===== src/rtl/boot_loader.sv =====
// boot_loader: streams a length-prefixed, XOR-checksummed image from a byte receiver into instruction memory
// Ports: CLK/RST (async active-high); rx_data/rx_valid/rx_ready byte handshake;
//        mem_we/mem_addr/mem_wdata instruction-memory write port;
//        core_rst holds the core until the image verifies; done/error report the outcome.
module boot_loader #(
  parameter int ADDR_W = 8
) (
  input  logic              CLK,
  input  logic              RST,
  input  logic [7:0]        rx_data,
  input  logic              rx_valid,
  output logic              rx_ready,
  output logic              mem_we,
  output logic [ADDR_W-1:0] mem_addr,
  output logic [31:0]       mem_wdata,
  output logic              core_rst,
  output logic              done,
  output logic              error
);
  localparam logic [2:0] S_LEN0  = 3'd0;
  localparam logic [2:0] S_LEN1  = 3'd1;
  localparam logic [2:0] S_DATA  = 3'd2;
  localparam logic [2:0] S_WRITE = 3'd3;
  localparam logic [2:0] S_CSUM  = 3'd4;
  localparam logic [2:0] S_DONE  = 3'd5;
  localparam logic [2:0] S_ERROR = 3'd6;
  localparam logic [16:0] DEPTH = 17'(2 ** ADDR_W);
  logic [2:0]      r_state;
  logic [1:0]      r_cnt;
  logic [ADDR_W:0] r_idx;
  logic [7:0]      r_csum;
  logic [15:0]     r_len;
  logic [31:0]     r_word;
  logic            w_acc;
  logic [16:0]     w_n;
  logic [ADDR_W:0] w_idx_nx;
  logic            w_more;
  // rx_ready is gated by RST so it drops the instant reset asserts, not at the next edge
  assign rx_ready  = ~RST & (r_state == S_LEN0 | r_state == S_LEN1 | r_state == S_DATA | r_state == S_CSUM);
  assign w_acc     = rx_valid & rx_ready;
  assign w_n       = {1'b0, rx_data, r_len[7:0]};
  assign w_idx_nx  = r_idx + 1'b1;
  assign w_more    = 17'(w_idx_nx) < {1'b0, r_len};
  assign mem_we    = r_state == S_WRITE;
  assign mem_addr  = r_idx[ADDR_W-1:0];
  assign mem_wdata = r_word;
  assign core_rst  = r_state != S_DONE;
  assign done      = r_state == S_DONE;
  assign error     = r_state == S_ERROR;
  always_ff @(posedge CLK or posedge RST) begin
    if (RST) begin
      r_state <= S_LEN0;
      r_cnt   <= '0;
      r_idx   <= '0;
      r_csum  <= '0;
      r_len   <= '0;
      r_word  <= '0;
    end else begin
      case (r_state)
        S_LEN0: if (w_acc) begin
          r_len[7:0] <= rx_data;
          r_state    <= S_LEN1;
        end
        S_LEN1: if (w_acc) begin
          r_len[15:8] <= rx_data;
          r_state     <= w_n > DEPTH ? S_ERROR : w_n == '0 ? S_CSUM : S_DATA;
        end
        S_DATA: if (w_acc) begin
          // shifting in from the top leaves the first byte in bits 7:0 after four bytes
          r_word  <= {rx_data, r_word[31:8]};
          r_csum  <= r_csum ^ rx_data;
          r_cnt   <= r_cnt + 2'd1;
          r_state <= r_cnt == 2'd3 ? S_WRITE : S_DATA;
        end
        S_WRITE: begin
          r_idx   <= w_idx_nx;
          r_state <= w_more ? S_DATA : S_CSUM;
        end
        S_CSUM: if (w_acc) r_state <= rx_data == r_csum ? S_DONE : S_ERROR;
        default: ;
      endcase
    end
  end
endmodule


===== config.mk =====
export PLATFORM = sky130hd
export DESIGN_NAME = boot_loader
export DESIGN_NICKNAME = d
export VERILOG_FILES = /design/src/rtl/boot_loader.sv
export SDC_FILE = /design/constraint.sdc
export NUM_CORES = 1
export LEC_CHECK = 0
export BUFFER_PORTS_ARGS = -buffer_cell sky130_fd_sc_hd__buf_2
export CORE_MARGIN = 1
export CORE_UTILIZATION = 50
export CTS_CLUSTER_SIZE = 20
export DETAILED_ROUTE_END_ITERATION = 10
export PLACE_DENSITY_LB_ADDON = 0.3
export SLEW_MARGIN = 20
export SYNTH_ARGS = -nofsm -noshare
export SYNTH_HDL_FRONTEND = slang
export SYNTH_SLANG_ARGS = --single-unit
export TNS_END_PERCENT = 10

===== constraint.sdc =====
create_clock -name CLK -period 3.3 [get_ports CLK]
set_input_delay 0.495 -clock CLK [delete_from_list [all_inputs] [get_ports CLK]]
set_output_delay 0.495 -clock CLK [all_outputs]
set_load 0.01 [all_outputs]

==> results of run 1 <==
placed cells by master, fill, tap and decap left out, types with 2 or more instances in the layout:
cell / Yosys / routed
clkbuf_8: 0 / 12
nand2_1: 113 / 113
clkinvlp_4: 0 / 2
and3_1: 3 / 3
nor4_1: 6 / 6
inv_1: 12 / 11
or4_1: 2 / 2
a21oi_1: 3 / 3
buf_4: 9 / 4
buf_2: 2 / 55
mux2_4: 8 / 8
ha_1: 10 / 10
dfrtp_1: 70 / 70
mux2_2: 8 / 8
nand3_1: 5 / 5
and2_1: 2 / 2
nor2b_1: 2 / 2
nor2_1: 6 / 6
xnor2_1: 17 / 17
a211oi_1: 2 / 2
xor2_1: 16 / 16
a221o_1: 2 / 2
worst paths after layout:
kind | start | end | slack (ns) | cells past startpoint
min in group CLK | rx_data[7] | mem_wdata[31]$_DFFE_PP0P_ | 0.46 | 3
worst min-delay path | RST | r_state[1]$_DFFE_PP0P_ | 0.28 | 3
worst max register to register | r_idx[0]$_DFFE_PP0P_ | r_state[2]$_DFFE_PP0P_ | 0.26 | 9
max in group asynchronous | RST | r_csum[3]$_DFFE_PP0P_ | 2.61 | 3
worst max-delay path | r_idx[0]$_DFFE_PP0P_ | r_state[2]$_DFFE_PP0P_ | 0.26 | 9
worst min register to register | mem_wdata[0]$_DFFE_PP0P_ | mem_wdata[0]$_DFFE_PP0P_ | 0.47 | 2
worst register-to-register path: cells and delay by family (launching register included):
family	cells	cell delay [ns]
AO/OA/AOI/OAI	3	1.21
adder cells (fa/ha/maj)	2	0.53
XOR/XNOR	1	0.17
AND/OR/NAND/NOR	3	0.58
flip-flops	1	0.43
cell families (layout without fill, tap and decap cells):
kind of cell	count (synthesis)	after routing	synth area share [%]
compound gates	15	15	3.38
xor+xnor	33	33	8.67
simple gates	150	150	20.1
fa+ha+maj	11	11	4.09
mux	16	16	6.31
flops	70	70	52.6
buf+inv	32	87	4.92
layer usage:
metal	track usage (%)	vias to the layer above
met2	29.6	49
met5	0	-
met3	4.35	11
met1	28.0	1106
li1	-	1153
met4	9.40	0
where the power goes:
group / internal, mW / total (mW) / switching, mW
Combinational: 0.496 / 1.01 / 0.519
Clock: 0.336 / 0.663 / 0.327
Sequential: 1.19 / 1.47 / 0.279
Total: 2.02 / 3.14 / 1.12
state kept, by name (all words and copies together) (netlist names):
name and cells:
mem_wdata 32, r_len 16, r_idx 9, r_csum 8, r_state 3, r_cnt 2
per-stage QoR:
| stage | cell area, µm² | hold slack (ns) | instances | utilization (%) |
|---|---|---|---|---|
| floorplan | 3330 | 0.450 | 327 | - |
| finish | 3810 | 0.284 | 459 | 59.6 |
| CTS | 3810 | 0.295 | 459 | 59.6 |
| global route | 3810 | 0.328 | 459 | 59.6 |
| detailed placement | 3610 | 0.458 | 443 | 56.6 |
| global placement | 3610 | 0.453 | 443 | 56.6 |
layout make-up:
class / count / area (µm²)
timing repair buffer: 59 / 305
tap: 77 / 96.3
multi-input combinational: 225 / 1420
inverter: 12 / 45.0
clock buffer: 12 / 165
clock inverter: 4 / 28.8
fill: 546 / 2580
sequential: 70 / 1750
==> metrics.txt, run 1 <==
synth top area cells=dfrtp_1, nand2_1, xnor2_1, xor2_1, ha_1; prevailing post-synth register cell=dfrtp_1; pin count of the biggest net entering global routing=42; clock slew at reported path FFs=0.07 ns; Chip Width=83.6 µm; YS warnings=0; final max-slew violation count=0; unique cell type count in the Yosys netlist=42; final hold violations=0; Hold Crit Class=input port to asynchronous set/reset pin; cts hold-fix bufs=0; clk_lat worst skew=between 0.3 and 0.4 ns; Syn Nets=348; CP Launch Type=flip-flop; Die Ht=83.6 µm; remaining global-route overflow=0; outcome=complete, no violations; Tcrit/Tclk final=92.2%; 1st-iter DRT viols=between 100 and 150; vias in the first global route=2,296; wire per inst=13.8 µm; worst slew pin tran=0.716 ns; CORE AREA=approximately 6400 µm²; Crit path largest cell delay=0.68 ns; All-Layer GR Usage=roughly 20%; Avg Synthesized Cell Area=a little over 10 µm²; Root Driver=clkbuf_8; post-CTS setup buffers=0; critical path's slowest cell=a2111oi_0; routed vias=2,319; Critical Path AT=~3.3 ns; Area growth syn-to-layout=14.3%; Final Skew=0.00977 ns; Ant. Diodes=0; WP data required=around 3.5 ns; number of primary I/O pins=56; max-cap violations=0; met2 WL post-DR=~2.9 mm; CTS tree=yes; Post-Route M1 WL=3.10 mm; synthesized flop and latch total=70; Setup crit end kind=flip-flop; endpoints failing setup=0; register area share after synthesis=between 50 and 60%; row count=29; pre-CTS WS=~0.27 ns; Top Metal Used=met4; worst-case clock buffer depth=2; I/O Buffers=55; crit-path leading delay family=compound AO/OA/AOI/OAI gates; Final min period=3.04 ns; Final Power=between 3 and 4 mW; Worst slew margin=51.1%; Worst Slack Setup Final=about 0.26 ns; initial antenna violation count=0; cell taking the most area after synthesis=dfrtp_1; clk sinks=70; Post-route DRC=0; Max Fclk=roughly 330 MHz; final wirelength=~6.3 mm; Synth top area share=a little over half; Pleak=2.04 nW; commonest cells in the netlist=nand2_1, dfrtp_1, xnor2_1; Layout Nets=398; H-tree levels=3; RSZ-0062 raised after global routing=no; met3 routed WL=approximately 250 µm; Detail Route Antenna Nets=0; Synth Instances=~330; cell with the most instances after synthesis=nand2_1; # resized after CTS=0; die footprint=6990 µm²; Synth async-reset ratio=100%; GPL Wtd Cong=slightly below 0.8; first-pass GRT wire length=11.0 mm; share of cells above drive strength 1=25.9%; EDFF count, synth=0; starting density of the core=52.2%; worst-path cell chain=ha_1, and3_1, nand3_1, xnor2_1, ha_1, and3_1, a2111oi_0, a211oi_1, a221o_1; DP HPWL=4.51 mm; crit path max fanout=5; Vias/cell=5.05; Critical path buffers and inverters=0; setup TNS=0 ns; cell area power density=826 nW/µm²; critical path class=flip-flop to flip-flop; Peak VDD IR=0.526 mV; Detailed Routing Iterations Pass 1=4; Post-Syn Area=3330 µm²; CTS buffer count=9
No activity file was read; power rests on OpenSTA's default activity.
==> inputs of run 2 (changes only) <==
==> constraint.sdc (replaced) <==
create_clock -name CLK -period 2.5 [get_ports CLK]
set_input_delay 0.375 -clock CLK [delete_from_list [all_inputs] [get_ports CLK]]
set_output_delay 0.375 -clock CLK [all_outputs]
set_load 0.01 [all_outputs]
==> run 2 against run 1 <==
Die area stayed put. Via count is 1.1% higher. Clock power is 26% higher.
==> metrics.txt, run 2 (synthesized netlist as in run 1, its figures left out) <==
initial antenna violation count=0; remaining global-route overflow=0; cell mode on critical path=and3_4; dpl cells=around 450; final wirelength=6.49 mm; Tcrit/Tclk final=a little over nine tenths; crit path max fanout=3; DP HPWL=approximately 4.5 mm; CTS buffer count=9; Final Power=4.21 mW; die footprint=around 7000 µm²; routed vias=between 2,000 and 2,500; starting density of the core=52.2%; Area growth syn-to-layout=19.7%; CP Launch Type=flip-flop; max-cap violations=0; Final Skew=0.00826 ns; critical path's slowest cell=dfrtp_1; Setup crit end kind=flip-flop; RSZ-0062 raised after global routing=yes; number of primary I/O pins=56; Post-Route M1 WL=3.24 mm; H-tree levels=3; first-pass GRT wire length=approximately 11 mm; final hold violations=0; Top Metal Used=met4; clock slew at reported path FFs=0.07 ns; Detailed Routing Iterations Pass 1=4; commonest non-fill, non-tap cells in the layout=nand2_1, dfrtp_1, buf_2, xor2_1, xnor2_1; Chip Width=83.6 µm; Critical Path AT=2.66 ns; Worst Slack Setup Final=0.0721 ns; Hold Crit Class=input port to asynchronous set/reset pin; Die Ht=83.6 µm; CTS tree=yes; vias in the first global route=around 2,300; pin count of the biggest net entering global routing=38; Detail Route Antenna Nets=0; clk sinks=70; Vias/cell=5.00; cell area power density=roughly 1100 nW/µm²; setup TNS=0 ns; Critical path buffers and inverters=0; endpoints failing setup=0; Max Fclk=412 MHz; worst-case clock buffer depth=2; Worst slew margin=between 60% and 70%; Post-route DRC=0; outcome=complete, no violations; critical path class=flip-flop to flip-flop; Pleak=roughly 2.1 nW; WP data required=~2.7 ns; met2 WL post-DR=roughly 2.9 mm; share of cells above drive strength 1=30.9%; CORE AREA=6390 µm²; wire per inst=roughly 14 µm; worst-path cell chain=ha_4, and3_4, nand3_4, xnor2_2, ha_1, and3_4, a2111oi_4, a211oi_2, a221o_1; Root Driver=clkbuf_8; row count=29; most common cell after layout, fill and taps aside=nand2_1; met3 routed WL=220 µm; Layout Nets=408; Ant. Diodes=0; GPL Wtd Cong=approximately 0.81; final max-slew violation count=0; clk_lat worst skew=0.35 ns; Peak VDD IR=0.659 mV; I/O Buffers=55; Crit path largest cell delay=0.43 ns; Final min period=2.43 ns; max FFs per register=32; pre-CTS WS=-0.0681 ns; All-Layer GR Usage=20.2%; crit-path leading delay family=compound AO/OA/AOI/OAI gates; 1st-iter DRT viols=~140; final instance count without filler cells=469; post-layout util=62.4%; worst slew pin tran=about 0.55 ns
[run 2: cell count changes in the layout (fill, tap and decap cells not counted), sizes merged]
cell,change
buf,+10
clkbuf,-1
clkinv,+2
inv,-1
[run 2: cell type report]
type | count | area, µm²
fill | 542 | 2400
inverter | 12 | 45.0
timing repair buffer | 69 | 405
clock buffer | 11 | 151
multi-input combinational | 225 | 1500
clock inverter | 5 | 33.8
tap | 77 | 96.3
sequential | 70 | 1750
[run 2: report_power, final]
group	internal (mW)	switching, mW	total, mW
Clock	0.412	0.422	0.833
Combinational	0.719	0.738	1.46
Sequential	1.57	0.345	1.92
[run 2: worst paths after layout]
check,start,endpoint,slack (ns),depth (start not counted)
setup / recovery,r_idx[0]$_DFFE_PP0P_,r_state[2]$_DFFE_PP0P_,0.07,9
hold / removal,RST,mem_wdata[3]$_DFFE_PP0P_,0.11,3
setup reg to reg,r_idx[0]$_DFFE_PP0P_,r_state[2]$_DFFE_PP0P_,0.07,9
hold reg to reg,mem_wdata[3]$_DFFE_PP0P_,mem_wdata[3]$_DFFE_PP0P_,0.47,2
max in group asynchronous,RST,r_len[5]$_DFFE_PP0P_,1.98,3
min in group CLK,rx_data[5],mem_wdata[29]$_DFFE_PP0P_,0.34,3
[run 2: what timing repair did]
item	in CTS	in global routing
resized for setup	5	9
pin swaps	1	9
buffers inserted	0	2
setup endpoints to repair	1	2
hold buffers	0	0
cloned	0	0
[run 2: tightest hold or removal path, cell delays in order]
cell and delay [ns]:
buf_2 0.14, inv_2 0.09, buf_12 0.22
[run 2: metrics by stage]
stage          area [µm²]  hold slack [ns]
6_report             3990            0.113
2_1_floorplan        3340            0.450
3_3_place_gp         3710            0.453
4_1_cts              3920            0.102
5_1_grt              3990            0.126
3_5_place_dp         3710            0.458
[run 2: layer usage]
metal	GRT usage (%)	vias to the layer above
met3	5.04	11
met2	28.4	43
met5	0	-
met4	9.24	0
met1	29.4	1116
li1	-	1175
==> inputs of run 3 (changes only) <==
--- a/config.mk
+++ b/config.mk
@@ -11,6 +11,7 @@
 export CTS_CLUSTER_SIZE = 20
 export DETAILED_ROUTE_END_ITERATION = 10
 export PLACE_DENSITY_LB_ADDON = 0.3
+export SETUP_SLACK_MARGIN = 0.1
 export SLEW_MARGIN = 20
 export SYNTH_ARGS = -nofsm -noshare
 export SYNTH_HDL_FRONTEND = slang
==> run 3 against run 2 <==
Setup slack got worse by 0.047 ns. First-iteration DRC count is 22% higher. Clock skew increased by 0.0037 ns. Clock power fell by 2%. Total power is 0.74% lower. Sequential power barely moved. Register-to-register slack got worse by 0.05 ns. Core utilization fell by 1.0 points. Sequential share of layout area is 0.73 points higher. Global-route usage up 0.46 points. Critical endpoint unchanged. Largest power group unchanged.
==> metrics.txt, run 3 (synthesized netlist as in run 1, its figures left out) <==
Final min period=2.47 ns; WP data required=2.74 ns; Detail Route Antenna Nets=0; dpl cells=447; Post-route DRC=0; Worst slew margin=66.2%; Layout Nets=405; commonest non-fill, non-tap cells in the layout=nand2_1, dfrtp_1, buf_2, xor2_1, xnor2_1; worst hold slack=approximately 0.17 ns; Peak VDD IR=0.654 mV; I/O Buffers=55; clk_lat worst skew=0.35 ns; endpoints failing setup=0; vias in the first global route=2,340; cts hold-fix bufs=0; CTS buffer count=9; Root Driver=clkbuf_8; final wirelength=6.67 mm; pin count of the biggest net entering global routing=40; initial antenna violation count=0; clock slew at reported path FFs=0.08 ns; worst-case clock buffer depth=2; Crit. Startpoint=r_idx[1]$_DFFE_PP0P_; wire per inst=14.3 µm; outcome=complete, no violations; crit path max fanout=4; RSZ-0062 raised after global routing=yes; Final Power=4.17 mW; worst-path cell chain=ha_2, and3_4, nand3_4, xnor2_2, ha_1, and3_4, a2111oi_4, a211oi_2, a221o_1; Tcrit/Tclk final=99.0%; Hold Crit Class=input port to asynchronous set/reset pin; row count=29; Crit path largest cell delay=0.40 ns; All-Layer GR Usage=approximately 21%; Chip Width=83.6 µm; final instance count without filler cells=466; Final Skew=0.0119 ns; H-tree levels=3; RR Startpoint=r_idx[1]$_DFFE_PP0P_; 1st-iter DRT viols=167; Die Ht=83.6 µm; worst slew pin tran=0.500 ns; cell mode on critical path=and3_4; max FFs per register=32; Detailed Routing Iterations Pass 1=4; remaining global-route overflow=0; crit-path leading delay family=compound AO/OA/AOI/OAI gates; cell area power density=1060 nW/µm²; Vias/cell=5.05; starting density of the core=52.2%; final max-slew violation count=0; Setup crit end kind=flip-flop; critical path class=flip-flop to flip-flop; CP Launch Type=flip-flop; post-layout util=between 60% and 70%; Max Fclk=404 MHz; GPL Wtd Cong=0.841; most common cell after layout, fill and taps aside=nand2_1; Pleak=2.08 nW; clk sinks=70; DP HPWL=4.50 mm; die footprint=6990 µm²; Critical path buffers and inverters=0; share of cells above drive strength 1=roughly 30%; routed vias=approximately 2,400; max-cap violations=0; final hold violations=0; critical path's slowest cell=dfrtp_1; CTS tree=yes; first-pass GRT wire length=11.4 mm; Critical Path AT=roughly 2.7 ns; number of primary I/O pins=56; Ant. Diodes=0; CORE AREA=6390 µm²; Area growth syn-to-layout=17.7%
## run 3: report_power, final
part	internal, mW	leakage [nW]	switching (mW)	total, mW
Clock	0.387	0.0857	0.429	0.816
Combinational	0.701	1.10	0.749	1.45
Sequential	1.57	0.896	0.339	1.91
Total	2.66	2.08	1.52	4.17
## run 3: worst register-to-register path, delay by kind of cell, from the launching register on
family / cells / cell delay [ns]
adder cells (fa/ha/maj): 2 / 0.52
AO/OA/AOI/OAI: 3 / 0.82
XOR/XNOR: 1 / 0.15
AND/OR/NAND/NOR: 3 / 0.47
flip-flops: 1 / 0.40
## run 3: through the flow
stage          instance area [µm²]  setup TNS, ns  worst slack (ns)
2_1_floorplan                 3350              0             0.101
3_3_place_gp                  3660              0            0.0546
3_5_place_dp                  3660        -0.0256           -0.0256
4_1_cts                       3900              0           0.00935
5_1_grt                       3920         -0.135           -0.0814
6_report                      3920              0            0.0252
## run 3: path summary, 6_finish.rpt
kind | endpoint | slack (ns) | cells after the start
max | r_state[2]$_DFFE_PP0P_ | 0.03 | 9
min | r_len[3]$_DFFE_PP0P_ | 0.17 | 3
max reg2reg | r_state[2]$_DFFE_PP0P_ | 0.03 | 9
min reg2reg | mem_wdata[0]$_DFFE_PP0P_ | 0.47 | 2
max in group asynchronous | r_csum[3]$_DFFE_PP0P_ | 1.95 | 3
min in group CLK | r_len[3]$_DFFE_PP0P_ | 0.33 | 2
## run 3: final cells by class
cell class                 instances  area, µm²
clock inverter                     5       33.8
fill                             545       2460
sequential                        70       1750
inverter                          12       45.0
timing repair buffer              66        358
multi-input combinational        225       1500
clock buffer                      11        141
tap                               77       96.3
## run 3: repair_timing
item	CTS	global route
pin swaps	7	5
endpoints found under the setup margin	2	2
gates resized for setup	6	6
setup buffers	2	1
## run 3: routing by layer
metal | GRT usage (%) | wire, µm
met1 | 30.3 | 3350
met5 | 0 | 0
met4 | 9.71 | 135
met3 | 3.26 | 195
met2 | 30.1 | 2990
